$ cat config.mk
export PLATFORM = sky130hd
export DESIGN_NAME = axi_user_reg_bank_flat
export DESIGN_NICKNAME = d
export VERILOG_FILES = /design/src/rtl/user_reg_pkg.sv /design/src/rtl/axi_user_reg_bank_if.sv /design/src/rtl/user_reg_timer.sv /design/src/rtl/axi_user_reg_bank.sv /design/src/flat_wrapper.sv
export SDC_FILE = /design/constraint.sdc
export NUM_CORES = 1
export LEC_CHECK = 0
export BUFFER_PORTS_ARGS = -buffer_cell sky130_fd_sc_hd__buf_4
export CAP_MARGIN = 20
export CELL_PAD_IN_SITES_DETAIL_PLACEMENT = 0
export CELL_PAD_IN_SITES_GLOBAL_PLACEMENT = 1
export CORE_MARGIN = 1.5
export CORE_UTILIZATION = 39
export DETAILED_ROUTE_END_ITERATION = 6
export PLACE_DENSITY_LB_ADDON = 0.08
export SETUP_SLACK_MARGIN = 0.5
export SLEW_MARGIN = 20
export SYNTH_ARGS = -nofsm -noshare
export SYNTH_HDL_FRONTEND = slang
export SYNTH_SLANG_ARGS = --single-unit
$ cat constraint.sdc
create_clock -name ACLK -period 12.2 [get_ports ACLK]
set_input_delay 1.22 -clock ACLK [delete_from_list [all_inputs] [get_ports ACLK]]
set_output_delay 1.22 -clock ACLK [all_outputs]
set_load 0.05 [all_outputs]
$ cat src/rtl/user_reg_pkg.sv
// rtl/user_reg_pkg.sv - word/bit indices and FSM state type for the user register bank
package user_reg_pkg;

  localparam int CTRL_ADDR   = 0;
  localparam int STATUS_ADDR = 1;
  localparam int USER_BASE   = 2;

  localparam int CTRL_START       = 0;
  localparam int CTRL_IRQ_EN_DONE = 1;
  localparam int CTRL_IRQ_EN_TO   = 2;

  localparam int STAT_BUSY    = 0;
  localparam int STAT_DONE    = 1;
  localparam int STAT_TIMEOUT = 2;

  typedef enum logic {
    IDLE = 1'b0,
    BUSY = 1'b1
  } user_fsm_t;

  // A disabled timeout still needs a 1-bit counter to keep the declaration legal.
  function automatic int cnt_width(input int cycles);
    return (cycles < 1) ? 1 : $clog2(cycles + 1);
  endfunction

endpackage

$ cat src/rtl/axi_user_reg_bank_if.sv
// rtl/axi_user_reg_bank_if.sv - write beat, readback, and accelerator handshake bundle
interface axi_user_reg_bank_if #(
  parameter int DATA_WIDTH      = 32,
  parameter int STRB_WIDTH      = DATA_WIDTH / 8,
  parameter int WORD_ADDR_WIDTH = 4,
  parameter int N_REGS          = 8
);

  logic                           valid_i;
  logic [WORD_ADDR_WIDTH-1:0]     word_addr_i;
  logic [DATA_WIDTH-1:0]          data_i;
  logic [STRB_WIDTH-1:0]          strb_i;
  logic [WORD_ADDR_WIDTH-1:0]     rd_addr_i;
  logic [DATA_WIDTH-1:0]          rd_data_o;
  logic                           done_i;
  logic                           start_o;
  logic                           busy_o;
  logic                           irq_o;
  logic [(N_REGS-2)*DATA_WIDTH-1:0] user_regs_o;

  modport slave (
    input  valid_i, word_addr_i, data_i, strb_i, rd_addr_i, done_i,
    output rd_data_o, start_o, busy_o, irq_o, user_regs_o
  );

  modport master (
    output valid_i, word_addr_i, data_i, strb_i, rd_addr_i, done_i,
    input  rd_data_o, start_o, busy_o, irq_o, user_regs_o
  );

endinterface

$ cat src/rtl/user_reg_timer.sv
// rtl/user_reg_timer.sv - IDLE/BUSY sequencer with start pulse and saturating timeout counter
module user_reg_timer
  import user_reg_pkg::*;
#(
  parameter int TIMEOUT_CYCLES = 1024
) (
  input  logic clk,
  input  logic rst,
  input  logic start,
  input  logic done_i,
  output logic busy,
  output logic start_pulse,
  output logic done_set,
  output logic to_set
);

  localparam int CW = cnt_width(TIMEOUT_CYCLES);

  user_fsm_t       state_q, state_d;
  logic [CW-1:0]   cnt_q, cnt_d;
  logic            pulse_q, pulse_d;
  logic            timeout_hit;

  always_ff @(posedge clk or posedge rst) begin
    if (rst) begin
      state_q <= IDLE;
      cnt_q   <= '0;
      pulse_q <= 1'b0;
    end else begin
      state_q <= state_d;
      cnt_q   <= cnt_d;
      pulse_q <= pulse_d;
    end
  end

  always_comb begin
    timeout_hit = (TIMEOUT_CYCLES != 0) && (cnt_q == CW'(TIMEOUT_CYCLES - 1));
  end

  // done_i takes priority over a coincident timeout; START while BUSY is ignored.
  always_comb begin
    state_d  = state_q;
    cnt_d    = cnt_q;
    pulse_d  = 1'b0;
    done_set = 1'b0;
    to_set   = 1'b0;
    case (state_q)
      IDLE: begin
        if (start) begin
          state_d = BUSY;
          cnt_d   = '0;
          pulse_d = 1'b1;
        end
      end
      BUSY: begin
        if (cnt_q != '1) cnt_d = cnt_q + CW'(1);
        if (done_i) begin
          done_set = 1'b1;
          state_d  = IDLE;
        end else if (timeout_hit) begin
          to_set  = 1'b1;
          state_d = IDLE;
        end
      end
    endcase
  end

  assign busy        = (state_q == BUSY);
  assign start_pulse = pulse_q;

endmodule

$ cat src/rtl/axi_user_reg_bank.sv
// rtl/axi_user_reg_bank.sv - CTRL/STATUS/user register bank with start/done/timeout sequencing and IRQ
module axi_user_reg_bank
  import user_reg_pkg::*;
#(
  parameter int DATA_WIDTH      = 32,
  parameter int STRB_WIDTH      = DATA_WIDTH / 8,
  parameter int WORD_ADDR_WIDTH = 4,
  parameter int N_REGS          = 8,
  parameter int TIMEOUT_CYCLES  = 1024
) (
  input  logic              ACLK,
  input  logic              ARESET,
  axi_user_reg_bank_if.slave bus
);

  localparam int N_USER = N_REGS - USER_BASE;
  localparam int AW     = WORD_ADDR_WIDTH;

  logic                  wr_en, wr_ctrl, wr_status;
  logic                  start_req, w1c_done, w1c_to;
  logic                  busy, start_pulse, done_set, to_set;
  logic                  en_done_q, en_to_q, st_done_q, st_to_q, irq_q;
  logic [DATA_WIDTH-1:0] user_q [N_USER];
  logic [DATA_WIDTH-1:0] rd_data;

  always_comb begin
    wr_en     = bus.valid_i && (int'(bus.word_addr_i) < N_REGS);
    wr_ctrl   = wr_en && (bus.word_addr_i == AW'(CTRL_ADDR)) && bus.strb_i[0];
    wr_status = wr_en && (bus.word_addr_i == AW'(STATUS_ADDR)) && bus.strb_i[0];
    start_req = wr_ctrl && bus.data_i[CTRL_START];
    w1c_done  = wr_status && bus.data_i[STAT_DONE];
    w1c_to    = wr_status && bus.data_i[STAT_TIMEOUT];
  end

  user_reg_timer #(
    .TIMEOUT_CYCLES(TIMEOUT_CYCLES)
  ) u_timer (
    .clk         (ACLK),
    .rst         (ARESET),
    .start       (start_req),
    .done_i      (bus.done_i),
    .busy        (busy),
    .start_pulse (start_pulse),
    .done_set    (done_set),
    .to_set      (to_set)
  );

  // Hardware set beats a same-cycle W1C so a completion is never lost.
  always_ff @(posedge ACLK or posedge ARESET) begin
    if (ARESET) begin
      en_done_q <= 1'b0;
      en_to_q   <= 1'b0;
      st_done_q <= 1'b0;
      st_to_q   <= 1'b0;
      irq_q     <= 1'b0;
      for (int i = 0; i < N_USER; i++) user_q[i] <= '0;
    end else begin
      if (wr_ctrl) begin
        en_done_q <= bus.data_i[CTRL_IRQ_EN_DONE];
        en_to_q   <= bus.data_i[CTRL_IRQ_EN_TO];
      end
      st_done_q <= done_set | (st_done_q & ~w1c_done);
      st_to_q   <= to_set | (st_to_q & ~w1c_to);
      irq_q     <= (st_done_q & en_done_q) | (st_to_q & en_to_q);
      for (int i = 0; i < N_USER; i++) begin
        if (wr_en && (bus.word_addr_i == AW'(USER_BASE + i))) begin
          for (int k = 0; k < STRB_WIDTH; k++) begin
            if (bus.strb_i[k]) user_q[i][8*k +: 8] <= bus.data_i[8*k +: 8];
          end
        end
      end
    end
  end

  always_comb begin
    rd_data = '0;
    if (bus.rd_addr_i == AW'(CTRL_ADDR)) begin
      rd_data[CTRL_IRQ_EN_DONE] = en_done_q;
      rd_data[CTRL_IRQ_EN_TO]   = en_to_q;
    end else if (bus.rd_addr_i == AW'(STATUS_ADDR)) begin
      rd_data[STAT_BUSY]    = busy;
      rd_data[STAT_DONE]    = st_done_q;
      rd_data[STAT_TIMEOUT] = st_to_q;
    end else begin
      for (int i = 0; i < N_USER; i++) begin
        if (bus.rd_addr_i == AW'(USER_BASE + i)) rd_data = user_q[i];
      end
    end
  end

  for (genvar g = 0; g < N_USER; g++) begin : g_flat
    assign bus.user_regs_o[g*DATA_WIDTH +: DATA_WIDTH] = user_q[g];
  end

  assign bus.rd_data_o = rd_data;
  assign bus.start_o   = start_pulse;
  assign bus.busy_o    = busy;
  assign bus.irq_o     = irq_q;

endmodule

$ cat src/flat_wrapper.sv
// flat-port wrapper written by rule: the top's interface ports become plain ports
module axi_user_reg_bank_flat import user_reg_pkg::*;
#(
  parameter int DATA_WIDTH      = 32,
  parameter int STRB_WIDTH      = DATA_WIDTH / 8,
  parameter int WORD_ADDR_WIDTH = 4,
  parameter int N_REGS          = 8,
  parameter int TIMEOUT_CYCLES  = 1024
)
  (ACLK, ARESET, bus_valid_i, bus_word_addr_i, bus_data_i, bus_strb_i, bus_rd_addr_i, bus_done_i, bus_rd_data_o, bus_start_o, bus_busy_o, bus_irq_o, bus_user_regs_o);
  axi_user_reg_bank_if #(.DATA_WIDTH(DATA_WIDTH), .STRB_WIDTH(STRB_WIDTH), .WORD_ADDR_WIDTH(WORD_ADDR_WIDTH), .N_REGS(N_REGS)) bus_i ();
  input  logic ACLK;
  input  logic ARESET;
  input wire logic [$bits(bus_i.valid_i)-1:0] bus_valid_i;
  input wire logic [$bits(bus_i.word_addr_i)-1:0] bus_word_addr_i;
  input wire logic [$bits(bus_i.data_i)-1:0] bus_data_i;
  input wire logic [$bits(bus_i.strb_i)-1:0] bus_strb_i;
  input wire logic [$bits(bus_i.rd_addr_i)-1:0] bus_rd_addr_i;
  input wire logic [$bits(bus_i.done_i)-1:0] bus_done_i;
  output wire logic [$bits(bus_i.rd_data_o)-1:0] bus_rd_data_o;
  output wire logic [$bits(bus_i.start_o)-1:0] bus_start_o;
  output wire logic [$bits(bus_i.busy_o)-1:0] bus_busy_o;
  output wire logic [$bits(bus_i.irq_o)-1:0] bus_irq_o;
  output wire logic [$bits(bus_i.user_regs_o)-1:0] bus_user_regs_o;
  assign bus_i.valid_i = bus_valid_i;
  assign bus_i.word_addr_i = bus_word_addr_i;
  assign bus_i.data_i = bus_data_i;
  assign bus_i.strb_i = bus_strb_i;
  assign bus_i.rd_addr_i = bus_rd_addr_i;
  assign bus_i.done_i = bus_done_i;
  assign bus_rd_data_o = bus_i.rd_data_o;
  assign bus_start_o = bus_i.start_o;
  assign bus_busy_o = bus_i.busy_o;
  assign bus_irq_o = bus_i.irq_o;
  assign bus_user_regs_o = bus_i.user_regs_o;
  axi_user_reg_bank #(.DATA_WIDTH(DATA_WIDTH), .STRB_WIDTH(STRB_WIDTH), .WORD_ADDR_WIDTH(WORD_ADDR_WIDTH), .N_REGS(N_REGS), .TIMEOUT_CYCLES(TIMEOUT_CYCLES)) u_core (.ACLK(ACLK), .ARESET(ARESET), .bus(bus_i));
endmodule
# Word level (Yosys, flattened, before mapping)
# Index checks and enable logic that the tools add are counted.
# word_totals
in_bits,48
word_cells,127
reg_bits,210
# classes
n_addsub,1
bitwise_logic,10
n_mux,24
n_reduce_logical,41
eq_ne,18
order_cmp,1
# ops
op,n
32-bit two-way mux,6
29-bit two-way mux,2
2-bit AND reduction,25
4-bit by 3-bit == test with 1-bit output (second input constant),8
11-bit two-way mux,2
11-bit case mux with 2 select lines,1
4-bit by 2-bit == test with 1-bit output (second input constant),4
1-bit logical AND,14
11-bit by 1-bit adder with 11-bit output (second input constant),1
11-bit by 10-bit == test with 1-bit output (second input constant),1
11-bit != test (second input constant),1
1-bit two-way mux,10
4-bit by 1-bit == test with 1-bit output (second input constant),2
4-bit logical NOT,2
1-bit bitwise AND,4
4-bit less-than comparator (second input constant),1
2-bit by 1-bit != test with 1-bit output (second input constant),2
3-bit two-way mux,1
1-bit inverter,3
1-bit bitwise OR,3
2-bit two-way mux,1
1-bit case mux with 2 select lines,1

# Longest topological paths before layout
# logic_depth
word_depth,9
mapped_depth,7
ltp_nobuf,5

# By module
# A second synthesis with hierarchy kept.
# unflattened
hier_cells,818
hier_area_um2,9853.2
# by_module_without_submodules
mod,area_each_um2,seq_area_each_um2,n_inst,cells_each
axi_user_reg_bank,9143.8,4929.7,1,747
user_reg_timer,709.4,325.3,1,71

# Worst setup path after synthesis
# OpenSTA, ideal clock, no wires.
# synth_timing
path_kind,input to output
start,in bus_rd_addr_i[0]
end,out bus_rd_data_o[12]
path_stages,6
slack_ps,8072
arrival_ps,2908
path_buffers,2
cell_sequence,buf_2 -> nand2b_4 -> nor3_1 -> buf_4 -> a22oi_1 -> a21oi_1
# synth_via
elab_chain_cells,9
word_cells_on_any_way,16
classes_between,7 x eq/ne; 8 x mux; 1 x reduce/logical
# synth_rtl
item,line,source
from (decl),flat_wrapper.sv:18,input wire logic [$bits(bus_i.rd_addr_i)-1:0] bus_rd_addr_i;
4-bit by 2-bit == test with 1-bit output,axi_user_reg_bank.sv:86,if (bus.rd_addr_i == AW'(USER_BASE + i)) rd_data = user_q[i];
32-bit two-way mux (6 in series),axi_user_reg_bank.sv:86,
29-bit two-way mux,axi_user_reg_bank.sv:80,end else if (bus.rd_addr_i == AW'(STATUS_ADDR)) begin
29-bit two-way mux (*),axi_user_reg_bank.sv:77,if (bus.rd_addr_i == AW'(CTRL_ADDR)) begin
to (decl),flat_wrapper.sv:20,output wire logic [$bits(bus_i.rd_data_o)-1:0] bus_rd_data_o;
# Mark *: on every way between the ends. The rest lies on a longest branch, timed or not.

# Worst setup path after layout
# layout_timing
start,in bus_rd_addr_i[2]
end,out bus_rd_data_o[17]
# The elaborated chain is that of the path after synthesis.

==> flow_summary.ini <==
[floorplanning]
num_rows = 59
core_mm2 = 0.0262
initial_core_util_pct = 39.9
die_h_um = 167
die_area_mm2 = 0.0278
ios = 275
fp.dieW_um = 167

[place]
placed_area_mm2 = 0.0127
dp_hpwl_um = 21900
pre_cts_ws_ps = 7200
gp_congestion = 0.766
io_buffers = 274

[clock_tree]
cts_buffer_depth = 3
cts_root_buffer = clkbuf_16
cts_htree_levels = 1
path_clk_slew_ps = 50
worstSkewPairLatency_ps = 530
cts_tree = built
cts_setup_buffers = 0
numCtsBuffers = 26
ctsHoldBuffers = 0
cts_num_sinks = 210
cts_resized = 0

[detailed_routing]
firstDrtPassIters = 7
drt-wirelength-per-cell_um = 23.7
vias_per_cell = 5.45
num_vias = 7561
drtIter0Drc = 471
drc = 19
wl_um = 32900
antenna_left = 0

[worst_setup_path]
slowest_delay_ps = 840
cp_slowest_cell = nor2b_2
crit_chain = buf_4 -> nor2b_2 -> nand3_2 -> buf_4 -> o21ai_0 -> a21oi_1 -> buf_4
path_class = primary input to output port
critPathTopFamily = simple AND/OR/NAND/NOR gates
worstSetupStartpointType = primary input
crit_top_cell = buf_4
worstPathRequired_ps = 10980
end_kind = output port
path_buf_inv = 3
worst_ep_arrival_time_ps = 3820
path_max_fanout = 30

[pwr]
leakagePower_uw = 0.00677
max-vdd-ir-drop_mv = 0.134
switching_power_uw = 1090
comb_power_share_pct = 37.1
p_clk_share_pct = 27.7
power_frac_seq_pct = 35.2
netSwitchingFraction_pct = 39.8
power_density_mw_per_mm2 = 201
p_int_uw = 1650

[timing]
setup-violations-final = 0
hold_ws_ps = 531
tns_ps = 0
skew_ps = 3.09
tightest_slew_ps = 1050
period_needed_ps = 5040
rsz0062_at_grt = false
layout_setup_ws_ps = 7160
slew_headroom_pct = 29.5
fmax_mhz = 198
drv_slew = 0
finalCritPeriodShare_pct = 41.3
finalHoldViolCount = 0

[grt]
grt_pass1_wl_um = 49800
grt_overflow = 0
antenna_found_initial = 0
grt_pass1_vias = 7827
track_usage_pct = 23.4
grt_start_max_net_pins = 138

[status]
status = finished with violations
violations = DRC

[synth]
synth-seq-area-share_pct = 50.3
yosys-top-cells-area = dfrtp_1 50%, mux2_4 14%, mux2_2 12%, mux2i_1 3.7%, nand2_8 2.3%
syn_inst = 767
yosysTopAreaCellShare_pct = 50.3
syn_avg_cell_area_um2 = 13.6
synth_cell_types = 58
synthFlopType = dfrtp_1
synth-async-reset-ratio_pct = 100
netlist_area_mm2 = 0.0105
synth_edf_count = 0
synth-warning-count = 0
syn_nets = 816
synth_top_area_cell = dfrtp_1
ys_ff_latch = 210

[final_layout]
diodes = 0
fin_nets = 1083
stdcell_area_mm2 = 0.0136
layout-drive-gt1-share_pct = 53.5
post-route-util_pct = 51.9
final_common_cell = buf_4
most-common-layout-cells = 280 x buf_4, 210 x dfrtp_1, 107 x mux2_2, 96 x mux2_4, 39 x mux2i_1
area_growth_pct = 30.0

[flow_run]
maxCapViolCount = 0

[hold_path]
hold_class = flip-flop to flip-flop
==> layer usage <==
layer  track usage (%)  part of all wire [%]
met1              32.8                    47
met2              36.9                    45
met3              5.01                   6.2
met4              5.77                   1.9
met5             0.870                     0
==> logic make-up after synthesis <==
group / Yosys count / share of synthesized area, %
AO/OA/AOI/OAI: 134 / 8.47
XOR/XNOR: 1 / 0.0838
adder cells (fa/ha/maj): 1 / 0.120
buffers and inverters: 50 / 2.84
flip-flops: 210 / 50.3
multiplexers: 246 / 29.5
AND/OR/NAND/NOR: 125 / 8.76
==> metrics by stage <==
step / std cells / power (uW)
after floorplan: 767 / 1660
after global placement: 1341 / 1990
final: 1388 / 2740
after detailed placement: 1341 / 1990
after CTS: 1388 / 2760
after global routing: 1388 / 2840
==> sequential cells by signal, summed over array words and instances, names as in the netlist <==
name,flops
u_core.bus.irq_o,1
u_core.bus.user_regs_o,192
u_core.en_done_q,1
u_core.en_to_q,1
u_core.st_done_q,1
u_core.st_to_q,1
u_core.u_timer.busy,1
u_core.u_timer.cnt_q,11
u_core.u_timer.start_pulse,1
==> final cells by class <==
cell class / instances / area, um^2
Inverter: 9 / 41.3
Timing Repair Buffer: 280 / 2100
Multi-Input combinational cell: 507 / 4930
Clock buffer: 39 / 781
Clock inverter: 8 / 65.1
Sequential cell: 210 / 5260
Fill cell: 2365 / 12600
Tap cell: 335 / 419
==> Yosys cell counts, drive strengths merged, types with 2 or more instances <==
library cell  instances
a32oi                16
and2                  5
a22oi                12
nor2b                 4
nor3b                 3
a211oi                4
a21oi                36
nor3                  6
clkbuf                9
nor2                 26
mux2i                39
buf                  32
a22o                  2
nand2                48
and3                  3
nand3b                2
mux2                207
and4                  4
inv                   9
nand2b                6
and4bb                2
nand4                 6
and4b                 2
a31o                  2
nand3                 5
o211ai                3
dfrtp               210
o221ai               12
o22ai                 3
a31oi                 3
o21ai                34
==> power by group through the flow <==
stage | registers, uW | clock network [uW] | logic (uW)
floorplan | 1380 | 0 | 279
global placement | 973 | 0 | 1010
detailed placement | 973 | 0 | 1020
CTS | 963 | 774 | 1020
global route | 984 | 799 | 1050
finish | 964 | 756 | 1010
==> path summary, 6_finish.rpt <==
kind,startpoint,end,slack (ps),cells after the start
worst max-delay path,bus_rd_addr_i[2],bus_rd_data_o[17],7160,7
worst min-delay path,u_core.bus.user_regs_o[16],u_core.bus.user_regs_o[16],530,1
worst max register to register,u_core.u_timer.busy,u_core.u_timer.cnt_q[2],10520,4
worst min register to register,u_core.bus.user_regs_o[16],u_core.bus.user_regs_o[16],530,1
max in group asynchronous,ARESET,u_core.bus.user_regs_o[151],9770,3
min in group asynchronous,ARESET,u_core.bus.user_regs_o[68],900,2
Power figures use the tool's default switching activity.
